### config.mk
export PLATFORM = sky130hd
export DESIGN_NAME = pixel_pair_writer
export DESIGN_NICKNAME = d
export VERILOG_FILES = /design/src/rtl/pixel_pair_writer.sv
export SDC_FILE = /design/constraint.sdc
export NUM_CORES = 1
export LEC_CHECK = 0
export BUFFER_PORTS_ARGS = -buffer_cell sky130_fd_sc_hd__buf_2
export CAP_MARGIN = 20
export CORE_MARGIN = 3
export CORE_UTILIZATION = 50
export DETAILED_ROUTE_END_ITERATION = 10
export PLACE_DENSITY = 0.78
export SKIP_LAST_GASP = 1
export SYNTH_ARGS = -nofsm -noshare
export SYNTH_HDL_FRONTEND = slang
export SYNTH_SLANG_ARGS = --single-unit
### constraint.sdc
create_clock -name clk -period 2.3 [get_ports clk]
set_input_delay 0.345 -clock clk [delete_from_list [all_inputs] [get_ports clk]]
set_output_delay 0.345 -clock clk [all_outputs]
set_load 0.1 [all_outputs]
### src/rtl/pixel_pair_writer.sv
// Dual-port framebuffer write stage: takes (even, odd) address pairs with colours,
// registers them onto both RAM ports, counts completed pair writes and flags malformed pairs.
module pixel_pair_writer #(
    parameter int unsigned ADDR_W = 14,
    parameter int unsigned DATA_W = 8,
    parameter int unsigned PAIRS  = 128
) (
    input  logic              clk,
    input  logic              reset,
    input  logic              start,
    input  logic              in_valid,
    output logic              in_ready,
    input  logic [ADDR_W-1:0] in_addr_a,
    input  logic [ADDR_W-1:0] in_addr_b,
    input  logic [DATA_W-1:0] color_a,
    input  logic [DATA_W-1:0] color_b,
    input  logic              mem_ready,
    output logic              we_a,
    output logic              we_b,
    output logic [ADDR_W-1:0] mem_addr_a,
    output logic [ADDR_W-1:0] mem_addr_b,
    output logic [DATA_W-1:0] wdata_a,
    output logic [DATA_W-1:0] wdata_b,
    output logic              busy,
    output logic              done,
    output logic              err
);

    typedef enum logic [1:0] {
        IDLE,
        RUN,
        DONE
    } state_e;

    localparam logic [7:0] PAIRS_C = 8'(PAIRS);

    state_e            state_q, state_d;
    logic [7:0]        accepted_q, accepted_d;
    logic [7:0]        written_q, written_d;
    logic              err_q, err_d;
    logic              out_valid_q, out_valid_d;
    logic [ADDR_W-1:0] mem_addr_a_q, mem_addr_a_d;
    logic [ADDR_W-1:0] mem_addr_b_q, mem_addr_b_d;
    logic [DATA_W-1:0] wdata_a_q, wdata_a_d;
    logic [DATA_W-1:0] wdata_b_q, wdata_b_d;

    logic [ADDR_W-1:0] addr_a_inc;
    logic              pair_ok;
    logic              accept;
    logic              write_done;

    always_comb begin
        addr_a_inc = in_addr_a + ADDR_W'(1);
        pair_ok    = !in_addr_a[0] && (in_addr_b == addr_a_inc);
        in_ready   = (state_q == RUN) && (accepted_q < PAIRS_C) && (!out_valid_q || mem_ready);
        accept     = in_valid && in_ready;
        write_done = out_valid_q && mem_ready;
    end

    always_comb begin
        state_d      = state_q;
        accepted_d   = accepted_q;
        written_d    = written_q;
        err_d        = err_q;
        out_valid_d  = out_valid_q;
        mem_addr_a_d = mem_addr_a_q;
        mem_addr_b_d = mem_addr_b_q;
        wdata_a_d    = wdata_a_q;
        wdata_b_d    = wdata_b_q;

        case (state_q)
            IDLE: begin
                if (start) begin
                    state_d     = RUN;
                    accepted_d  = '0;
                    written_d   = '0;
                    err_d       = 1'b0;
                    out_valid_d = 1'b0;
                end
            end
            RUN: begin
                if (write_done) begin
                    written_d   = written_q + 8'd1;
                    out_valid_d = 1'b0;
                end
                // A load in the same cycle as a completion keeps out_valid high.
                if (accept) begin
                    if (pair_ok) begin
                        mem_addr_a_d = in_addr_a;
                        mem_addr_b_d = in_addr_b;
                        wdata_a_d    = color_a;
                        wdata_b_d    = color_b;
                        out_valid_d  = 1'b1;
                        accepted_d   = accepted_q + 8'd1;
                    end else begin
                        err_d = 1'b1;
                    end
                end
                if (written_d == PAIRS_C) begin
                    state_d = DONE;
                end
            end
            DONE: begin
                state_d = IDLE;
            end
            default: begin
                state_d = IDLE;
            end
        endcase
    end

    always_ff @(posedge clk or negedge reset) begin
        if (!reset) begin
            state_q      <= IDLE;
            accepted_q   <= '0;
            written_q    <= '0;
            err_q        <= 1'b0;
            out_valid_q  <= 1'b0;
            mem_addr_a_q <= '0;
            mem_addr_b_q <= '0;
            wdata_a_q    <= '0;
            wdata_b_q    <= '0;
        end else begin
            state_q      <= state_d;
            accepted_q   <= accepted_d;
            written_q    <= written_d;
            err_q        <= err_d;
            out_valid_q  <= out_valid_d;
            mem_addr_a_q <= mem_addr_a_d;
            mem_addr_b_q <= mem_addr_b_d;
            wdata_a_q    <= wdata_a_d;
            wdata_b_q    <= wdata_b_d;
        end
    end

    always_comb begin
        we_a       = out_valid_q;
        we_b       = out_valid_q;
        mem_addr_a = mem_addr_a_q;
        mem_addr_b = mem_addr_b_q;
        wdata_a    = wdata_a_q;
        wdata_b    = wdata_b_q;
        busy       = (state_q == RUN);
        done       = (state_q == DONE);
        err        = err_q;
    end

endmodule

Word-level counts from Yosys, hierarchy flattened
Cells that the tools add are included.

ROM bits: 0. Memories kept: 0. Latch bits: 0. Memory bits (writable): 0. Input port bits: 49. Output and inout port bits: 50. Register bits after elaboration: 64. Word-level logic and storage cells: 55.

Div/mod/pow operators: 0. Muxes and demuxes: 18. Shift-type cells: 0. Add/subtract/negate cells: 3. Multiply operators: 0. Equality and inequality tests: 9. Reductions and logical operators: 15. Bitwise logic cells: 0. Magnitude comparators: 1.

Operator list (count): $mux W8 (5); $pmux W8 S2 (2); $add A8 B1 Y8 const B (2); $add A14 B1 Y14 const B (1); $eq A14 B14 Y1 (1); $eq A8 B8 Y1 const B (1); $lt A8 B8 Y1 const B (1); $reduce_and A4 Y1 (2); $mux W1 (6); $ne A2 B1 Y1 const B (3); $logic_and A1 B1 Y1 (5); $mux W2 (2); $ne A2 B2 Y1 const B (2); $pmux W1 S2 (2); $pmux W2 S2 (1); $reduce_and A2 Y1 (2); $reduce_and A3 Y1 (1); $eq A2 B1 Y1 const B (1); $eq A2 B2 Y1 const B (1); $logic_not A1 Y1 (2); $logic_not A2 Y1 (1); $reduce_bool A2 Y1 (1); $logic_or A1 B1 Y1 (1).

Logic depth before layout (Yosys ltp)
Depth after elaboration: 6. Mapped depth: 11. Gate-level depth less buffers: 9.

Worst setup path before layout
Ideal clock, no wire load.

Path type: register to register. From: register out_valid_q (netlist: we_a). To: register accepted_q[4]. Arrival time: 4.298 ns. Data required time: 2.224 ns. Slack: -2.075 ns. Buffers on the path: 0. Library setup time: 0.076 ns. Period minus slack after synthesis: 4.375 ns. Stages on the path, launching flop included: 8. Path through: dfrtp_1 > nor2b_1 > nor3_1 > nand2_1 > a21oi_1 > nand2_2 > or4_1 > o21ai_1.

Word-level cells in the longest chain between the ends: 6.

RTL lines: from (decl) (line 41) `logic out_valid_q, out_valid_d;`; from (signal assigned) (line 128) `out_valid_q <= out_valid_d;`; $logic_not A1 Y1 (line 55) `in_ready = (state_q == RUN) && (accepted_q < PAIRS_C) && (!out_valid_q || mem_ready);`; $logic_or A1 B1 Y1 (line 55); $logic_and A1 B1 Y1 (line 55); named net in_ready (line 12) `output logic in_ready,`; $logic_and A1 B1 Y1 (line 56) `accept = in_valid && in_ready;`; $ne A2 B1 Y1 (no line); $reduce_and A4 Y1 (no line); to (signal assigned) (line 125) `accepted_q <= accepted_d;`; to (decl) (line 38) `logic [7:0] accepted_q, accepted_d;`.

The timed path passes the listed nets, and every way through them passes these cells. A chain may end at the register's enable or synchronous reset.

Final worst setup path
From: input in_addr_a[0]. To: register mem_addr_a_q[1] (netlist: mem_addr_a[1]).

Word-level cells in the longest chain between the ends: 4. Elaborated cells on any way between the ends: 5. Those cells by class: add/sub (1); eq/ne (1); reduce/logical (3).

RTL lines: from (decl) (line 13) `input logic [ADDR_W-1:0] in_addr_a,`; $add A14 B1 Y14 (line 53) `addr_a_inc = in_addr_a + ADDR_W'(1);`; $eq A14 B14 Y1 (line 54) `pair_ok = !in_addr_a[0] && (in_addr_b == addr_a_inc);`; $logic_and A1 B1 Y1 * (line 54); $reduce_and A3 Y1 (no line) *; to (signal assigned) (line 129) `mem_addr_a_q <= mem_addr_a_d;`; to (decl) (line 42) `logic [ADDR_W-1:0] mem_addr_a_q, mem_addr_a_d;`.

Mark *: on every way between the ends. The rest lies on a longest branch, timed or not.

==> Implementation_results.wiki <==
{| class="wikitable"
! Metric !! Value
|-
| Number of clock buffers inserted by TritonCTS || 9
|-
| Crit path launch type || input port
|-
| Syn_nets || between 300 and 400
|-
| GR Overflow Total || 0
|-
| Number of violations of the max-capacitance limit || 0
|-
| Most common cell after layout, fill and taps aside || sky130_fd_sc_hd__buf_2
|-
| Max FO, Critical Path || 8
|-
| Routed vias || 3008
|-
| Post-synth EDFFs || 0
|-
| Die area || slightly below 8000 um2
|-
| Number of warnings issued by yosys || 0
|-
| Drt drc || 0
|-
| R2r endpoint || accepted_q[6]
|-
| Top cell type by total area after synthesis || sky130_fd_sc_hd__dfrtp_1
|-
| Met1 Usage GRT || 0.314
|-
| Portion of the post-synthesis area used by sequential elements || 0.476
|-
| Clock tree from TritonCTS || built
|-
| Overall power of the completed layout || approximately 2600 uW
|-
| Yosys reg bits || between 60 and 70
|-
| Number of antenna violations at the first check in global routing || 0
|-
| Final critical delay including setup and external delays || about 2400 ps
|-
| Final worst setup slack || -67.1 ps
|-
| Post-CTS Hold Buffers || 0
|-
| Type of element capturing the critical path || register
|-
| Commonest non-fill, non-tap cells in the layout || 94 x sky130_fd_sc_hd__buf_2, 63 x sky130_fd_sc_hd__dfrtp_1, 42 x sky130_fd_sc_hd__buf_4, 24 x sky130_fd_sc_hd__nand2_1, 23 x sky130_fd_sc_hd__mux2_4
|-
| Kind of cell adding the most delay to the critical path || simple AND/OR/NAND/NOR gates
|-
| Routed wire length || approximately 9000 um
|-
| Start point of the critical path || in_addr_a[0]
|-
| Min-Delay Path Class || in2async
|-
| Average wire per standard cell || about 17 um
|-
| Core region area || 6420 um2
|-
| Clock input transition at the sequential cells of the worst setup and hold paths || around 70 ps
|-
| Clock root buffer || sky130_fd_sc_hd__clkbuf_8
|-
| Width of the die || around 88 um
|-
| Yosys cell types || 53
|-
| Required time worst endpoint || between 2000 and 3000 ps
|-
| Count of final hold-check violations || 0
|-
| Clock Sinks || 64
|-
| Total routing usage reported by global routing || 0.245
|-
| Number of optimization iterations in the first detailed-route pass || 5
|-
| Reported leakage power || roughly 0.0025 uW
|-
| Multi-input gate area in the final layout || 1840 um2
|-
| Average size of a mapped cell || between 10 and 15 um2
|-
| Cells taking the most area after synthesis || sky130_fd_sc_hd__dfrtp_1 48%, sky130_fd_sc_hd__mux2_4 10%, sky130_fd_sc_hd__mux2_2 5.7%
|-
| Final instance area || between 4000 and 5000 um2
|-
| Post-route fraction of the period consumed by the critical path || 1.03
|-
| Number of DRC markers in iteration 0 || 195
|-
| Primary FF master, synth || sky130_fd_sc_hd__dfrtp_1
|-
| Port Buf Inserts || 98
|-
| Max IR drop VDD || roughly 0.36 mV
|-
| Delay of the slowest critical-path stage || around 370 ps
|-
| CTS H-tree lvls || 3
|-
| Max stage delay cell, worst path || sky130_fd_sc_hd__or3_1
|-
| Setup slack on the worst flop-to-flop path || ~250 ps
|-
| Violations in the final reports || negative setup slack
|-
| Transition at the pin with the smallest max-transition slack || 633 ps
|-
| Met3 demand-to-capacity share in global routing || 0.0753
|-
| Met2 Use GR || 0.386
|-
| Fraction of final layout cells sized beyond drive strength 1 || 0.517
|-
| Die extent in y || a little under 90 um
|-
| Filler cell count || approximately 420
|-
| Async SR Flop Fraction || 1.00
|-
| # nets final || ~500
|-
| Data arrival time at the worst-slack endpoint || around 2600 ps
|-
| Type of the setup path with the least slack || in2reg
|-
| Max clock buf depth || 2
|-
| Number of diodes added for antenna fixing || 0
|-
| Run status || finished, violations left
|-
| Cell area after technology mapping || 3360 um2
|-
| Slew Limit Headroom || 0.578
|-
| Cell chain of the critical path || buf_8 > buf_6 > nand4_4 > buf_6 > or3_1 > o22ai_2 > a32oi_2 > nor4_4 > buf_4 > nand3_4 > buf_12 > buf_12 > mux2_4
|-
| Via count of the first global-routing pass || 2924
|-
| Depth of the most critical reg-to-reg path || 7
|-
| Areal power density over the cells || around 540 nW/um2
|-
| Peak clock frequency supported by timing || roughly 420 MHz
|-
| Proportion of netlist area held by the largest area contributor || 0.476
|-
| Area Overhead vs Synth || 42.6%
|-
| Clock latency on the worst-skew pair || ~340 ps
|-
| IO Pins || 99
|-
| Register area || 1610 um2
|-
| Final-report setup violation count || 31
|-
| Post-detailed-route count of antenna-violating nets || 0
|-
| Placed wire-length estimate || 6090 um
|-
| Vias per Instance || roughly 5.7
|-
| Unrepaired setup endpoints after global routing || true
|-
| Reg-to-reg startpoint || we_a
|-
| First-pass GRT wire length || ~14000 um
|-
| Effective utilization at floorplan || 0.523
|-
| Gate Count Post-Synth || 300
|-
| Pin count of the biggest net entering global routing || 30
|-
| Count of final max-slew check failures || 0
|-
| GPL Wtd Cong || approximately 0.83
|-
| Row count || 29
|-
| Worst clock skew || 7.47 ps
|-
| Buf/Inv on CP || 6
|-
| Gr busiest metal || met2
|-
| Area of placed instances || 4220 um2
|}
[power breakdown]
part           internal [uW]  switching (uW)
clock network            662             409
logic                    147             217
registers               1130            6.40
[registers in the layout, summed over array words and instances (netlist names)]
| name | flops |
|---|---|
| we_a | 1 |
| accepted_q | 8 |
| mem_addr_b | 14 |
| wdata_a | 8 |
| mem_addr_a | 14 |
| state_q | 2 |
| wdata_b | 8 |
| err | 1 |
| written_q | 8 |
[metrics by stage]
step | worst slack [ps] | hold slack (ps) | instances | util | TNS, ps
after floorplan | -436 | 49.4 | 300 | - | -12310
after global placement | -369 | 381 | 501 | 0.657 | -16650
after detailed placement | -470 | 395 | 501 | 0.657 | -21630
after CTS | 5.07 | 25.1 | 525 | 0.733 | 0
after global routing | -114 | 35.2 | 528 | 0.746 | -2830
final | -67.1 | 17.6 | 528 | 0.746 | -1240
[layer usage]
layer  up-vias  share of wire
met1      1447           0.41
li1       1390              -
met2       147           0.49
met3        24          0.072
met4         0          0.025
met5         -              0
[worst reg2reg max path, stage by stage (launching register included)]
cell and delay (ps):
sky130_fd_sc_hd__dfrtp_4 500, sky130_fd_sc_hd__nor2b_4 150, sky130_fd_sc_hd__nor3_4 270, sky130_fd_sc_hd__nand2_1 100, sky130_fd_sc_hd__a21oi_2 210, sky130_fd_sc_hd__nand4_1 170
sky130_fd_sc_hd__o311ai_1 370, sky130_fd_sc_hd__o41ai_2 150
[what timing repair did]
item,CTS,global route
pin swaps,10,8
resized for setup,28,11
gates cloned,2,1
endpoints found under the setup margin,43,45
buffers inserted,7,2
[how the worst max path moves through the flow]
| stage | end | cells past startpoint |
|---|---|---|
| after global placement | wdata_a[2] | 11 |
| final | mem_addr_a[1] | 13 |
| after floorplan | accepted_q[4] | 7 |
| after global routing | mem_addr_a[6] | 13 |
| after detailed placement | wdata_b[1] | 10 |
| after CTS | mem_addr_a[1] | 12 |
[final cells by class]
class | count | area share
Clock inverter | 3 | 0.0136
Multi-Input combinational cell | 217 | 0.383
Inverter | 6 | 0.00470
Tap cell | 77 | 0.0201
Clock buffer | 12 | 0.0324
Sequential cell | 64 | 0.335
Timing Repair Buffer | 149 | 0.211
[synth_stat cells, drive strengths merged, types with 2 or more instances]
cell type	count
nor4	5
nand4	8
xnor2	14
and3	8
nand3	15
a21oi	5
and2	3
o21bai	2
clkbuf	6
nor2b	4
buf	7
ha	3
nor3	5
o21ai	19
o211ai	3
mux2	40
o22ai	2
o31ai	6
dfrtp	64
nor2	15
xor2	4
or4	3
nand2b	3
inv	6
a31oi	3
and4	3
nand2	25
o311ai	2
[cell families (layout without fill, tap and decap cells)]
group	count (synthesis)	in the layout	synth area share
muxes	41	41	0.163
and+or+nand+nor	103	103	0.170
DFF	64	64	0.476
buffers and inverters	19	170	0.0320
xor gates and xnor gates	18	18	0.0469
AOI/OAI and AO/OA	52	52	0.101
adders and majority gates	3	3	0.0112
(Power assumes the default switching activity.)
